$ cat src/rtl/mem_arbiter.sv
// rtl/mem_arbiter.sv - two-master round-robin Avalon-MM arbiter with bounded hold
module mem_arbiter #(
  parameter int ADDR_WIDTH = 20,
  parameter int DATA_WIDTH = 16,
  parameter int BE_WIDTH   = DATA_WIDTH / 8,
  parameter int MAX_HOLD   = 8,
  parameter int HOLD_WIDTH = 4
) (
  input  logic                  clock,
  input  logic                  reset,
  input  logic [ADDR_WIDTH-1:0] m0_address,
  input  logic [BE_WIDTH-1:0]   m0_byteenable,
  input  logic                  m0_read,
  input  logic                  m0_write,
  input  logic [DATA_WIDTH-1:0] m0_writedata,
  output logic [DATA_WIDTH-1:0] m0_readdata,
  output logic                  m0_waitrequest,
  input  logic [ADDR_WIDTH-1:0] m1_address,
  input  logic [BE_WIDTH-1:0]   m1_byteenable,
  input  logic                  m1_read,
  input  logic                  m1_write,
  input  logic [DATA_WIDTH-1:0] m1_writedata,
  output logic [DATA_WIDTH-1:0] m1_readdata,
  output logic                  m1_waitrequest,
  output logic [ADDR_WIDTH-1:0] s_address,
  output logic [BE_WIDTH-1:0]   s_byteenable,
  output logic                  s_read,
  output logic                  s_write,
  output logic [DATA_WIDTH-1:0] s_writedata,
  input  logic [DATA_WIDTH-1:0] s_readdata,
  input  logic                  s_waitrequest,
  output logic [1:0]            grant,
  output logic                  busy
);

  typedef enum logic [1:0] {ST_IDLE, ST_GRANT0, ST_GRANT1} state_t;

  localparam logic [HOLD_WIDTH-1:0] HOLD_LAST = HOLD_WIDTH'(MAX_HOLD - 1);

  state_t                r_state;
  state_t                w_next_state;
  state_t                w_other_state;
  logic                  r_last_grant;
  logic [HOLD_WIDTH-1:0] r_hold_cnt;
  logic [HOLD_WIDTH-1:0] w_next_hold;
  logic                  w_req0;
  logic                  w_req1;
  logic                  w_req_own;
  logic                  w_req_other;
  logic                  w_done;
  logic                  w_hold_max;

  assign w_req0 = m0_read | m0_write;
  assign w_req1 = m1_read | m1_write;

  always_ff @(posedge clock) begin
    if (reset) begin
      r_state      <= ST_IDLE;
      r_last_grant <= 1'b1;
      r_hold_cnt   <= '0;
    end else begin
      r_state    <= w_next_state;
      r_hold_cnt <= w_next_hold;
      if (w_next_state == ST_GRANT0 && r_state != ST_GRANT0) r_last_grant <= 1'b0;
      if (w_next_state == ST_GRANT1 && r_state != ST_GRANT1) r_last_grant <= 1'b1;
    end
  end

  always_comb begin
    w_next_state  = r_state;
    w_next_hold   = r_hold_cnt;
    w_req_own     = (r_state == ST_GRANT1) ? w_req1 : w_req0;
    w_req_other   = (r_state == ST_GRANT1) ? w_req0 : w_req1;
    w_other_state = (r_state == ST_GRANT1) ? ST_GRANT0 : ST_GRANT1;
    w_done        = w_req_own & ~s_waitrequest;
    w_hold_max    = (r_hold_cnt == HOLD_LAST);
    case (r_state)
      ST_IDLE: begin
        w_next_hold = '0;
        if (w_req0 && w_req1)  w_next_state = r_last_grant ? ST_GRANT0 : ST_GRANT1;
        else if (w_req0)       w_next_state = ST_GRANT0;
        else if (w_req1)       w_next_state = ST_GRANT1;
      end
      ST_GRANT0, ST_GRANT1: begin
        // Stalled cycles fall through untouched, so an in-flight transfer is never re-granted.
        if (!w_req_own) begin
          w_next_state = w_req_other ? w_other_state : ST_IDLE;
          w_next_hold  = '0;
        end else if (w_done && w_req_other && w_hold_max) begin
          w_next_state = w_other_state;
          w_next_hold  = '0;
        end else if (w_done && !w_hold_max) begin
          w_next_hold = r_hold_cnt + 1'b1;
        end
      end
      default: w_next_state = ST_IDLE;
    endcase
  end

  always_comb begin
    s_address      = '0;
    s_byteenable   = '0;
    s_read         = 1'b0;
    s_write        = 1'b0;
    s_writedata    = '0;
    m0_readdata    = '0;
    m1_readdata    = '0;
    m0_waitrequest = 1'b1;
    m1_waitrequest = 1'b1;
    grant          = 2'b00;
    busy           = (r_state != ST_IDLE);
    case (r_state)
      ST_GRANT0: begin
        s_address      = m0_address;
        s_byteenable   = m0_byteenable;
        s_read         = m0_read;
        s_write        = m0_write;
        s_writedata    = m0_writedata;
        m0_readdata    = s_readdata;
        m0_waitrequest = s_waitrequest;
        grant          = 2'b01;
      end
      ST_GRANT1: begin
        s_address      = m1_address;
        s_byteenable   = m1_byteenable;
        s_read         = m1_read;
        s_write        = m1_write;
        s_writedata    = m1_writedata;
        m1_readdata    = s_readdata;
        m1_waitrequest = s_waitrequest;
        grant          = 2'b10;
      end
      default: ;
    endcase
  end

endmodule

$ cat config.mk
export PLATFORM = sky130hd
export DESIGN_NAME = mem_arbiter
export DESIGN_NICKNAME = d
export VERILOG_FILES = /design/src/rtl/mem_arbiter.sv
export SDC_FILE = /design/constraint.sdc
export NUM_CORES = 1
export LEC_CHECK = 0
export ABC_AREA = 1
export ABC_CLOCK_PERIOD_IN_PS = 2600
export CAP_MARGIN = 20
export CORE_AREA = 4 4 66 68
export DETAILED_ROUTE_END_ITERATION = 10
export DIE_AREA = 0 0 70 72
export DONT_BUFFER_PORTS = 1
export PLACE_DENSITY = 0.6
export SLEW_MARGIN = 20
export SYNTH_ARGS = -nofsm -noshare
export SYNTH_HDL_FRONTEND = slang
export SYNTH_SLANG_ARGS = --single-unit
$ cat constraint.sdc
create_clock -name clock -period 2.6 [get_ports clock]
set_input_delay 0.39 -clock clock [delete_from_list [all_inputs] [get_ports clock]]
set_output_delay 0.39 -clock clock [all_outputs]
set_load 0.01 [all_outputs]
==> results by group, run 1 <==
Synth
  • Count leader, synth: nand2_1
  • #FFs+latches synth: 7
  • Syn Inst Count: 295
  • Syn_nets: 401
  • Ys async rst share: 0%
  • Post-synth top area cell: nand2_1
  • Ys Warns: 0
  • Main synth FF type: dfxtp_1
  • Synth cell count leaders: nand2_1, inv_1, a21oi_1
  • Count of cell types in the netlist: 19
  • Synth top area cells: nand2_1, a21oi_1, inv_1
  • Mapped cell area: 1400 um2
  • Sequential share of the synthesized area: 9.98%
  • Number of flops mapped to enable cells by yosys: 0
  • Synth Area per Inst: 4.76 um2
  • Top-area cell type share of the netlist area: 35.8%

Setup path
  • R2r worst-path depth: 15
  • FF-to-FF End: r_last_grant$_SDFFE_PP1P_
  • Setup CP Type: flop to output port
  • CP max FO: 24
  • CP startpoint kind: flop
  • Worst Path Arrival: between 1.5 and 2 ns
  • Required time of the critical path: roughly 2.2 ns
  • Setup slack, reg-to-reg: 0.62 ns
  • Worst Setup End Kind: output port
  • R2r startpoint: r_state[0]$_SDFF_PP0_

Status
  • Outcome: completed

Finish
  • Final instance area: 1590 um2
  • Layout area overhead: 13.0%
  • Fin cells: 349
  • Ant. Diodes: 0
  • Final core utilization: between 40% and 50%
  • Nets@finish: 406
  • Layout cells sized above 1: about a tenth
  • Fillcell total: 430

Global route
  • Largest net degree at the start of global routing: 37
  • Total track usage: 18.2%
  • Grt total ovfl: 0
  • First-pass GRT wire length: 7400 um
  • Initial antenna violation count: 0
  • Vias in the first global route: 1,432

Hold path
  • Cell depth of the worst hold path: 1
  • Hold worst-path end: r_state[1]$_SDFF_PP0_
  • Worst Hold Class: input port to flop
  • Beginning of the worst hold path: reset

Drt
  • DR vias/cell: 5.12
  • Antenna Nets Post-Route: 0
  • DRC violations left: 0
  • Pre-antenna DRT Iters: 4
  • DR WL/cell: 14.6 um
  • Detailed Route WL: roughly 5100 um
  • Initial DRC Count: 129
  • Via Count: 1,787

Power and ir drop
  • Leak: 0.852 nW
  • Part of the power in registers: 12.8%
  • Maximum vdd drop: between 0.2 and 0.3 mV
  • Clk pwr share: 12.8%
  • P_sw: 0.000699 W
  • Cell-internal power: 0.000504 W
  • P per Cell Area: 758 nW/um2
  • Combinational Power Share: 74.4%
  • Switching portion of total power: 58.1%

Floorplan
  • Core footprint: 3860 um2
  • # IOs: 176
  • Die width: 70 um
  • Row cnt: 23
  • Die Y: 72 um
  • Initial Utilization: 36.4%
  • Die area: 5040 um2

Placement
  • Post-DP HPWL: 4270 um
  • Placed Cells: 345
  • Final GP Congestion: 0.811
  • Placement-stage cell area: roughly 1500 um2
  • # port buffers: 0
  • Placement Setup Slack: 0.522 ns

STA
  • Slew Viols, Final: 0
  • Slew headroom: between 70 and 80%
  • Period utilization: just under 90%
  • Maximum clock rate: 439 MHz
  • Fin worst setup slack: 0.325 ns
  • RSZ-0062 raised after global routing: false
  • Post-Route Setup TNS: 0 ns
  • Minimum clock period: between 2 and 2.5 ns
  • # setup viols final: 0
  • Measured slew at the worst slew-check pin: 0.416 ns
  • Final Hold Vio Count: 0
  • Clock skew: 0.00302 ns

Clock network
  • CTS tree: built
  • Max Root-Sink Buffers: 2
  • Post-CTS sizing: 0
  • Num CTS Buffers: 3
  • Postcts setup bufs: 0
  • Clock-pin slew on the worst setup and hold paths: 0.04 ns
  • Root Driver: clkbuf_8
  • CTS Sinks: 7
  • Hold Buf Count CTS: 0
  • Clock Latency Late Sink: approximately 0.23 ns
  • CTS H-tree depth: 1

Run
  • MaxCap Viol Count: 0
-- layer usage --
metal	part of all wire, %	up-vias	global-route usage, %
met5	0	-	0
met1	42	764	24.8
li1	-	904	-
met2	44	114	26.5
met3	13	5	7.06
met4	0.94	0	5.11
-- registers in the layout (all words and copies together) (netlist names) --
name and count:
r_hold_cnt 4, r_last_grant 1, r_state 2
-- per-stage QoR --
step	total power [W]	hold WS [ns]
floorplan	0.000837	0.426
global placement	0.00104	0.443
detailed placement	0.00105	0.446
CTS	0.00121	0.226
global route	0.00134	0.226
finish	0.00120	0.231
-- logic make-up after synthesis --
| family | Yosys count | synth area share (%) |
|---|---|---|
| buffers and inverters | 64 | 17.1 |
| adder cells (fa/ha/maj) | 7 | 6.24 |
| AO/OA/AOI/OAI | 49 | 17.8 |
| AND/OR/NAND/NOR | 168 | 48.8 |
| flip-flops | 7 | 9.98 |
-- placed cells by master (no fill, tap or decap), drive strengths merged --
cell and count:
nand2 137, nand4 1, nor2 16, buf 16, o21ai 3, dfxtp 7, clkbuf 4, inv 48
a21oi 44, a211oi 2, nor3 1, ha 7, nand3 13
-- layout make-up --
type                    count  area (um2)  area share [%]
multi-input cells         224        1030            64.7
inverters                  48         180            11.4
flip-flops and latches      7         140            8.83
repair buffers             16         133            8.36
well taps                  50        62.6            3.94
clock buffers               4        45.0            2.84
-- power by group through the flow --
stage | Combinational (W) | Clock (W) | Sequential (W)
2_1_floorplan | 0.000685 | 0 | 0.000152
3_3_place_gp | 0.000889 | 0 | 0.000155
3_5_place_dp | 0.000897 | 0 | 0.000156
4_1_cts | 0.000900 | 0.000160 | 0.000154
5_1_grt | 0.00101 | 0.000170 | 0.000158
6_report | 0.000895 | 0.000154 | 0.000154
-- worst max-delay path: stages, from the launching register on --
cell	delay, ns
dfxtp_1	0.33
inv_1	0.15
ha_2	0.47
buf_4	0.32
nand2_1	0.08
a21oi_1	0.29
-- worst max path at each step --
stage / slack [ns] / endpoint / startpoint / depth (start not counted)
2_1_floorplan: 0.60 / s_writedata[10] / r_state[0]$_SDFF_PP0_ / 6
3_3_place_gp: 0.51 / s_writedata[15] / r_state[0]$_SDFF_PP0_ / 6
3_5_place_dp: 0.52 / s_writedata[15] / r_state[0]$_SDFF_PP0_ / 6
4_1_cts: 0.26 / s_writedata[15] / r_state[0]$_SDFF_PP0_ / 6
5_1_grt: 0.16 / s_writedata[15] / r_state[0]$_SDFF_PP0_ / 6
6_report: 0.32 / s_address[0] / r_state[1]$_SDFF_PP0_ / 5
Note: power is estimated with default switching activity, not from simulation.
==> run 2: changes to the inputs <==
ABC_CLOCK_PERIOD_IN_PS = 1900   (was 2600)
CORE_AREA = 2 2 68 70   (was 4 4 66 68)
CTS_CLUSTER_SIZE = 25   (was unset)
PLACE_DENSITY = 0.57   (was 0.6)
clock period = 1.9 ns   (was 2.6 ns; I/O delays follow)
==> run 2 against run 1 <==
Net effect:
- critical path depth increased by 1
- clock skew about the same
- highest routed layer unchanged
- non-clock buffer count increased by 8
- clock power increased by 37%
- register-to-register slack got worse by 0.41 ns
- sequential share of layout area decreased by 0.74 points
- clock-buffer cell count unchanged
- flip-flop and latch count unchanged
==> results by group, run 2 (same netlist as run 1, synthesis figures left out) <==
Global route
  • GR Layer Usage met2: 27.6% (+1.1 points)
  • Met1 usage: 21.9% (-3.0 points)
  • Grt total ovfl: 0 (unchanged)
  • GR peak layer: met2
  • Vias in the first global route: 1,488 (+3.9%)
  • GRT met3 Usage: 8.89% (+1.8 points)
  • Total track usage: 17.8% (-0.38 points)
  • First-pass GRT wire length: 7240 um (-2.2%)
  • Initial antenna violation count: 0 (unchanged)
  • Largest net degree at the start of global routing: 39 (+5.4%)

Setup path
  • R2r worst-path depth: 15 (unchanged)
  • R2r startpoint: r_state[0]$_SDFF_PP0_
  • CP startpoint kind: flop
  • FF-to-FF End: r_last_grant$_SDFFE_PP1P_
  • Worst Path Arrival: 1.53 ns (-0.36 ns)
  • Setup CP Type: flop to output port
  • Setup slack, reg-to-reg: 0.21 ns (-0.41 ns)
  • CP max FO: 18 (-25%)
  • Worst Setup End Kind: output port
  • Required time of the critical path: 1.62 ns (-0.59 ns)

Drt
  • DR vias/cell: 5.08 (-0.83%)
  • Antenna Nets Post-Route: 0 (unchanged)
  • Initial DRC Count: 75 (-42%)
  • Detailed Route WL: 5190 um (+1.6%)
  • DRC violations left: 0 (unchanged)
  • DR WL/cell: 14.5 um (-1.2%)
  • Via Count: 1,823 (+2.0%)
  • Pre-antenna DRT Iters: 4 (unchanged)

Placement
  • Final GP Congestion: 0.894 (+10%)
  • Placed Cells: 354 (+2.6%)
  • # port buffers: 0 (unchanged)
  • Post-DP HPWL: 4090 um (-4.2%)

STA
  • Clock skew: 0.00267 ns (-0.000348 ns)
  • RSZ-0062 raised after global routing: false
  • # setup viols final: 0 (unchanged)
  • Minimum clock period: 1.82 ns
  • Slew Viols, Final: 0 (unchanged)
  • Final Hold Vio Count: 0 (unchanged)
  • Slew headroom: 80.3% (+8.0 points)
  • Measured slew at the worst slew-check pin: 0.296 ns (-0.120 ns)
  • Post-Route Setup TNS: 0 ns (unchanged)
  • Period utilization: 95.7%
  • Maximum clock rate: between 500 and 600 MHz

Finish
  • Biggest regs: r_hold_cnt x4, r_state x2, r_last_grant x1
  • Layout area overhead: 25.6%
  • Fin cells: 359 (+2.9%)
  • Nets@finish: 414 (+2.0%)
  • Layout cells sized above 1: 17.9% (+7.9 points)
  • Commonest cells after routing, fill and taps aside: nand2_1, inv_1, a21oi_1
  • Commonest non-fill, non-tap cell in the layout: nand2_1
  • Number of flip-flops in the largest register: 4 (unchanged)
  • Biggest register: r_hold_cnt
  • Fillcell total: 461 (+7.2%)
  • Ant. Diodes: 0 (unchanged)

Clock network
  • CTS Sinks: 7 (unchanged)
  • CTS H-tree depth: 1 (unchanged)
  • Max Root-Sink Buffers: 2 (unchanged)
  • Postcts setup bufs: 0 (unchanged)
  • Clock-pin slew on the worst setup and hold paths: 0.04 ns (about the same)
  • Root Driver: clkbuf_8
  • Clock Latency Late Sink: 0.23 ns (about the same)
  • CTS tree: built
  • Hold Buf Count CTS: 0 (unchanged)
  • Num CTS Buffers: 3 (unchanged)

Power and ir drop
  • P per Cell Area: 1080 nW/um2 (+43%)
  • Leak: 0.913 nW (+7.0%)
  • Maximum vdd drop: 0.609 mV (+120%)

Floorplan
  • Row cnt: 24 (+4.3%)
  • Initial Utilization: 32.9% (-3.5 points)
  • Die Y: 72 um (unchanged)
  • Die area: 5040 um2 (unchanged)
  • # IOs: 176 (unchanged)
  • Core footprint: 4260 um2 (+11%)
  • Die width: 70 um (unchanged)

Hold path
  • Cell depth of the worst hold path: 1 (unchanged)
  • Hold worst-path end: r_state[1]$_SDFF_PP0_
  • Worst Hold Class: input port to flop
  • Beginning of the worst hold path: reset

Run
  • MaxCap Viol Count: 0 (unchanged)

Status
  • Outcome: completed
run 2: changes by cell type in the layout (fill, tap and decap cells not counted), sizes merged:
| cell | previous run | this run |
|---|---|---|
| buf | 16 | 23 |
| clkbuf | 4 | 5 |
run 2: timing repair:
item | CTS | global route
pin swaps | 0 | 0
cloned | 0 | 1
gates resized for setup | 2 | 18
setup endpoints to repair | 14 | 38
run 2: cell type report:
type                       instances  area (um2)  share of cell area [%]
multi-input combinational        224        1090                    62.0
timing repair buffer              24         235                    13.3
inverter                          48         183                    10.4
sequential                         7         143                    8.09
tap                               52        65.1                    3.69
clock buffer                       4        45.0                    2.56
run 2: worst max-delay path by stage:
stage / from / end / cells past startpoint
finish: r_state[1]$_SDFF_PP0_ / s_writedata[1] / 6
detailed placement: r_state[0]$_SDFF_PP0_ / r_last_grant$_SDFFE_PP1P_ / 15
global placement: r_state[0]$_SDFF_PP0_ / r_last_grant$_SDFFE_PP1P_ / 15
CTS: r_state[0]$_SDFF_PP0_ / s_writedata[9] / 6
floorplan: r_state[0]$_SDFF_PP0_ / s_writedata[10] / 6
global route: r_state[1]$_SDFF_PP0_ / s_writedata[1] / 6
run 2: stage by stage:
stage	instance area, um2	utilization [%]	hold slack (ns)	setup WS [ns]	power, W
finish	1760	41.3	0.122	0.0823	0.00191
detailed placement	1620	38.0	0.368	0.0755	0.00153
global placement	1620	38.0	0.367	0.0766	0.00153
CTS	1670	39.2	0.119	0.00136	0.00176
floorplan	1400	-	0.357	0.00258	0.00115
global route	1760	41.3	0.115	0.0140	0.00208
run 2: power breakdown:
group / internal [W] / switching (W) / total, W
registers: 0.000187 / 0.0000304 / 0.000217
logic: 0.000518 / 0.000961 / 0.00148
clock network: 0.000145 / 0.0000660 / 0.000211
total: 0.000850 / 0.00106 / 0.00191
run 2: worst max-delay path: stages, from the launching register on:
cell and delay (ns):
dfxtp_2 0.38, inv_2 0.09, ha_4 0.29, inv_2 0.08
buf_12 0.16, a21oi_1 0.15, buf_4 0.16
run 2: routing by layer:
metal,routed length (um),share of wire [%]
met1,2080,40
met2,2360,45
met3,711,14
met4,37,0.71
met5,0,0
==> run 3: changes to the inputs <==
GPL_TIMING_DRIVEN = 0   (was unset)
==> run 3 against run 2 <==
Net effect:
- combinational power rose by 12%
- flip-flop and latch count did not move
- via count fell by 0.66%
- setup slack improved by 0.0068 ns
- total power rose by 10%
- clock power fell by 2%
- routed wire length rose by 6.8%
- clock skew fell by 0.00080 ns
- sequential share of layout area fell by 0.53 points
- utilization rose by 3.7 points
- cell area rose by 8.9%
- die area did not move
==> results by group, run 3 (same netlist as run 1, synthesis figures left out) <==
Placement
  • Placement Setup Slack: -0.592 ns (-0.668 ns)
  • # port buffers: 0 (unchanged)
  • Post-DP HPWL: 4410 um (+7.8%)
  • Final GP Congestion: 0.887 (-0.75%)

Floorplan
  • Die Y: 72 um (unchanged)
  • Die width: 70 um (unchanged)
  • Row cnt: 24 (unchanged)
  • Initial Utilization: 32.9% (unchanged)
  • Core footprint: 4260 um2 (unchanged)
  • # IOs: 176 (unchanged)
  • Die area: 5040 um2 (unchanged)

Clock network
  • Num CTS Buffers: 3 (unchanged)
  • Clock-pin slew on the worst setup and hold paths: 0.04 ns (about the same)
  • Max Root-Sink Buffers: 2 (unchanged)
  • Hold Buf Count CTS: 0 (unchanged)
  • CTS H-tree depth: 1 (unchanged)
  • CTS tree: built
  • CTS Sinks: 7 (unchanged)
  • Clock Latency Late Sink: 0.23 ns (about the same)
  • Root Driver: clkbuf_8

Setup path
  • Setup CP Type: flop to output port
  • Worst Setup End Kind: output port
  • Worst Path Arrival: 1.53 ns (about the same)
  • Crit-path leading delay family: buffers and inverters
  • Slowest cell on crit path: dfxtp_2
  • R2r startpoint: r_state[0]$_SDFF_PP0_
  • CP max FO: 10 (-8)
  • FF-to-FF End: r_last_grant$_SDFFE_PP1P_
  • Setup slack, reg-to-reg: 0.14 ns (-0.07 ns)
  • Max stage delay on crit path: 0.36 ns (-0.02 ns)
  • Required time of the critical path: 1.62 ns (about the same)
  • WP buf/inv: 3 (-1)
  • CP startpoint kind: flop
  • R2r worst-path depth: 15 (unchanged)
  • CP cell instances: inv_4 > ha_4 > clkbuf_8 > buf_4 > nand2_1 > a21oi_4

STA
  • # setup viols final: 0 (unchanged)
  • Clock skew: 0.00187 ns (-0.000796 ns)
  • Period utilization: 95.3% (-0.36 points)
  • Fin Hold WS: 0.117 ns (-0.00463 ns)
  • Final Hold Vio Count: 0 (unchanged)
  • RSZ-0062 raised after global routing: true
  • Measured slew at the worst slew-check pin: 0.262 ns (-0.0344 ns)
  • Maximum clock rate: 552 MHz (+0.37%)
  • Slew headroom: 82.5% (+2.2 points)
  • Fin worst setup slack: 0.0891 ns (+0.00678 ns)
  • Slew Viols, Final: 0 (unchanged)
  • Minimum clock period: 1.81 ns (-0.00678 ns)

Drt
  • Antenna Nets Post-Route: 0 (unchanged)
  • Via Count: 1,811 (-0.66%)
  • DR WL/cell: 15.7 um (+8.9%)
  • Pre-antenna DRT Iters: 4 (unchanged)
  • DR vias/cell: 5.14 (+1.3%)
  • Initial DRC Count: 71 (-5.3%)
  • DRC violations left: 0 (unchanged)
  • Detailed Route WL: 5540 um (+6.8%)

Power and ir drop
  • P per Cell Area: 1100 nW/um2 (+1.3%)
  • Maximum vdd drop: 0.546 mV (-10%)
  • Leak: 0.874 nW (-4.2%)

Finish
  • Biggest regs: r_hold_cnt x4, r_state x2, r_last_grant x1
  • Biggest register: r_hold_cnt
  • Fillcell total: 434 (-5.9%)
  • Layout cells sized above 1: 27.0% (+9.1 points)
  • Commonest cells after routing, fill and taps aside: nand2_1, inv_1, a21oi_2
  • Commonest non-fill, non-tap cell in the layout: nand2_1
  • Ant. Diodes: 0 (unchanged)
  • Nets@finish: 407 (-1.7%)
  • Layout area overhead: 36.7%
  • Number of flip-flops in the largest register: 4 (unchanged)

Hold path
  • Worst Hold Class: input port to flop
  • Beginning of the worst hold path: reset
  • Hold worst-path end: r_state[0]$_SDFF_PP0_
  • Cell depth of the worst hold path: 1 (unchanged)

Global route
  • Total track usage: 19.9% (+2.1 points)
  • Vias in the first global route: 1,525 (+2.5%)
  • First-pass GRT wire length: 7900 um (+9.1%)
  • Grt total ovfl: 0 (unchanged)
  • Largest net degree at the start of global routing: 11 (-72%)
  • Initial antenna violation count: 0 (unchanged)

Run
  • MaxCap Viol Count: 0 (unchanged)

Status
  • Outcome: completed
run 3: changes by cell type in the layout (fill, tap and decap cells not counted), moves of 3 or more:
cell / delta
buf_12: -3
clkbuf_2: +6
a21oi_1: -31
a21oi_2: +19
buf_4: -16
a21oi_4: +12
run 3: how the worst max path moves through the flow:
stage / from / endpoint / slack, ns / depth (start not counted)
global route: r_state[0]$_SDFF_PP0_ / r_last_grant$_SDFFE_PP1P_ / -0.007 / 15
CTS: r_state[1]$_SDFF_PP0_ / s_address[2] / -0.05 / 5
floorplan: r_state[0]$_SDFF_PP0_ / s_writedata[10] / 0.003 / 6
detailed placement: r_state[0]$_SDFF_PP0_ / s_writedata[8] / -0.59 / 6
finish: r_state[1]$_SDFF_PP0_ / s_writedata[13] / 0.09 / 6
global placement: r_state[0]$_SDFF_PP0_ / s_writedata[8] / -0.60 / 6
run 3: layout make-up:
type	count	area, um2	share of cell area [%]
buffer	15	130	6.78
sequential	7	145	7.56
multi-input combinational	224	1330	69.4
clock buffer	4	45.0	2.35
timing repair buffer	2	15.0	0.782
tap	52	65.1	3.39
inverter	48	188	9.78
run 3: layer usage:
layer,part of all wire [%],GRT usage (%),vias up,wire length (um)
li1,-,-,908,-
met1,39,24.2,811,2150
met2,46,31.2,86,2580
met3,14,10.8,6,757
met4,1.1,4.06,0,59
met5,0,0,-,0
run 3: what timing repair did:
item                                    in CTS  in global routing
resized for setup                           69                 38
setup buffers                                1                  1
endpoints found under the setup margin      71                 54
pin swaps                                    3                  4
run 3: report_power, final:
| part | internal, W | total (W) | switching, W | leakage [nW] |
|---|---|---|---|---|
| sequential | 0.000189 | 0.000234 | 0.0000451 | 0.0583 |
| combinational | 0.000518 | 0.00166 | 0.00115 | 0.793 |
| clock | 0.000145 | 0.000207 | 0.0000623 | 0.0228 |
run 3: metrics by stage:
stage	cell area (um2)	utilization (%)	instances	total power, W	setup TNS, ns
finish	1920	45.0	352	0.00211	0
global route	1920	45.0	352	0.00229	-0.00686
CTS	1790	42.0	352	0.00195	-0.523
detailed placement	1470	34.4	347	0.00140	-11.21
global placement	1470	34.4	347	0.00139	-10.96
floorplan	1400	-	295	0.00115	0
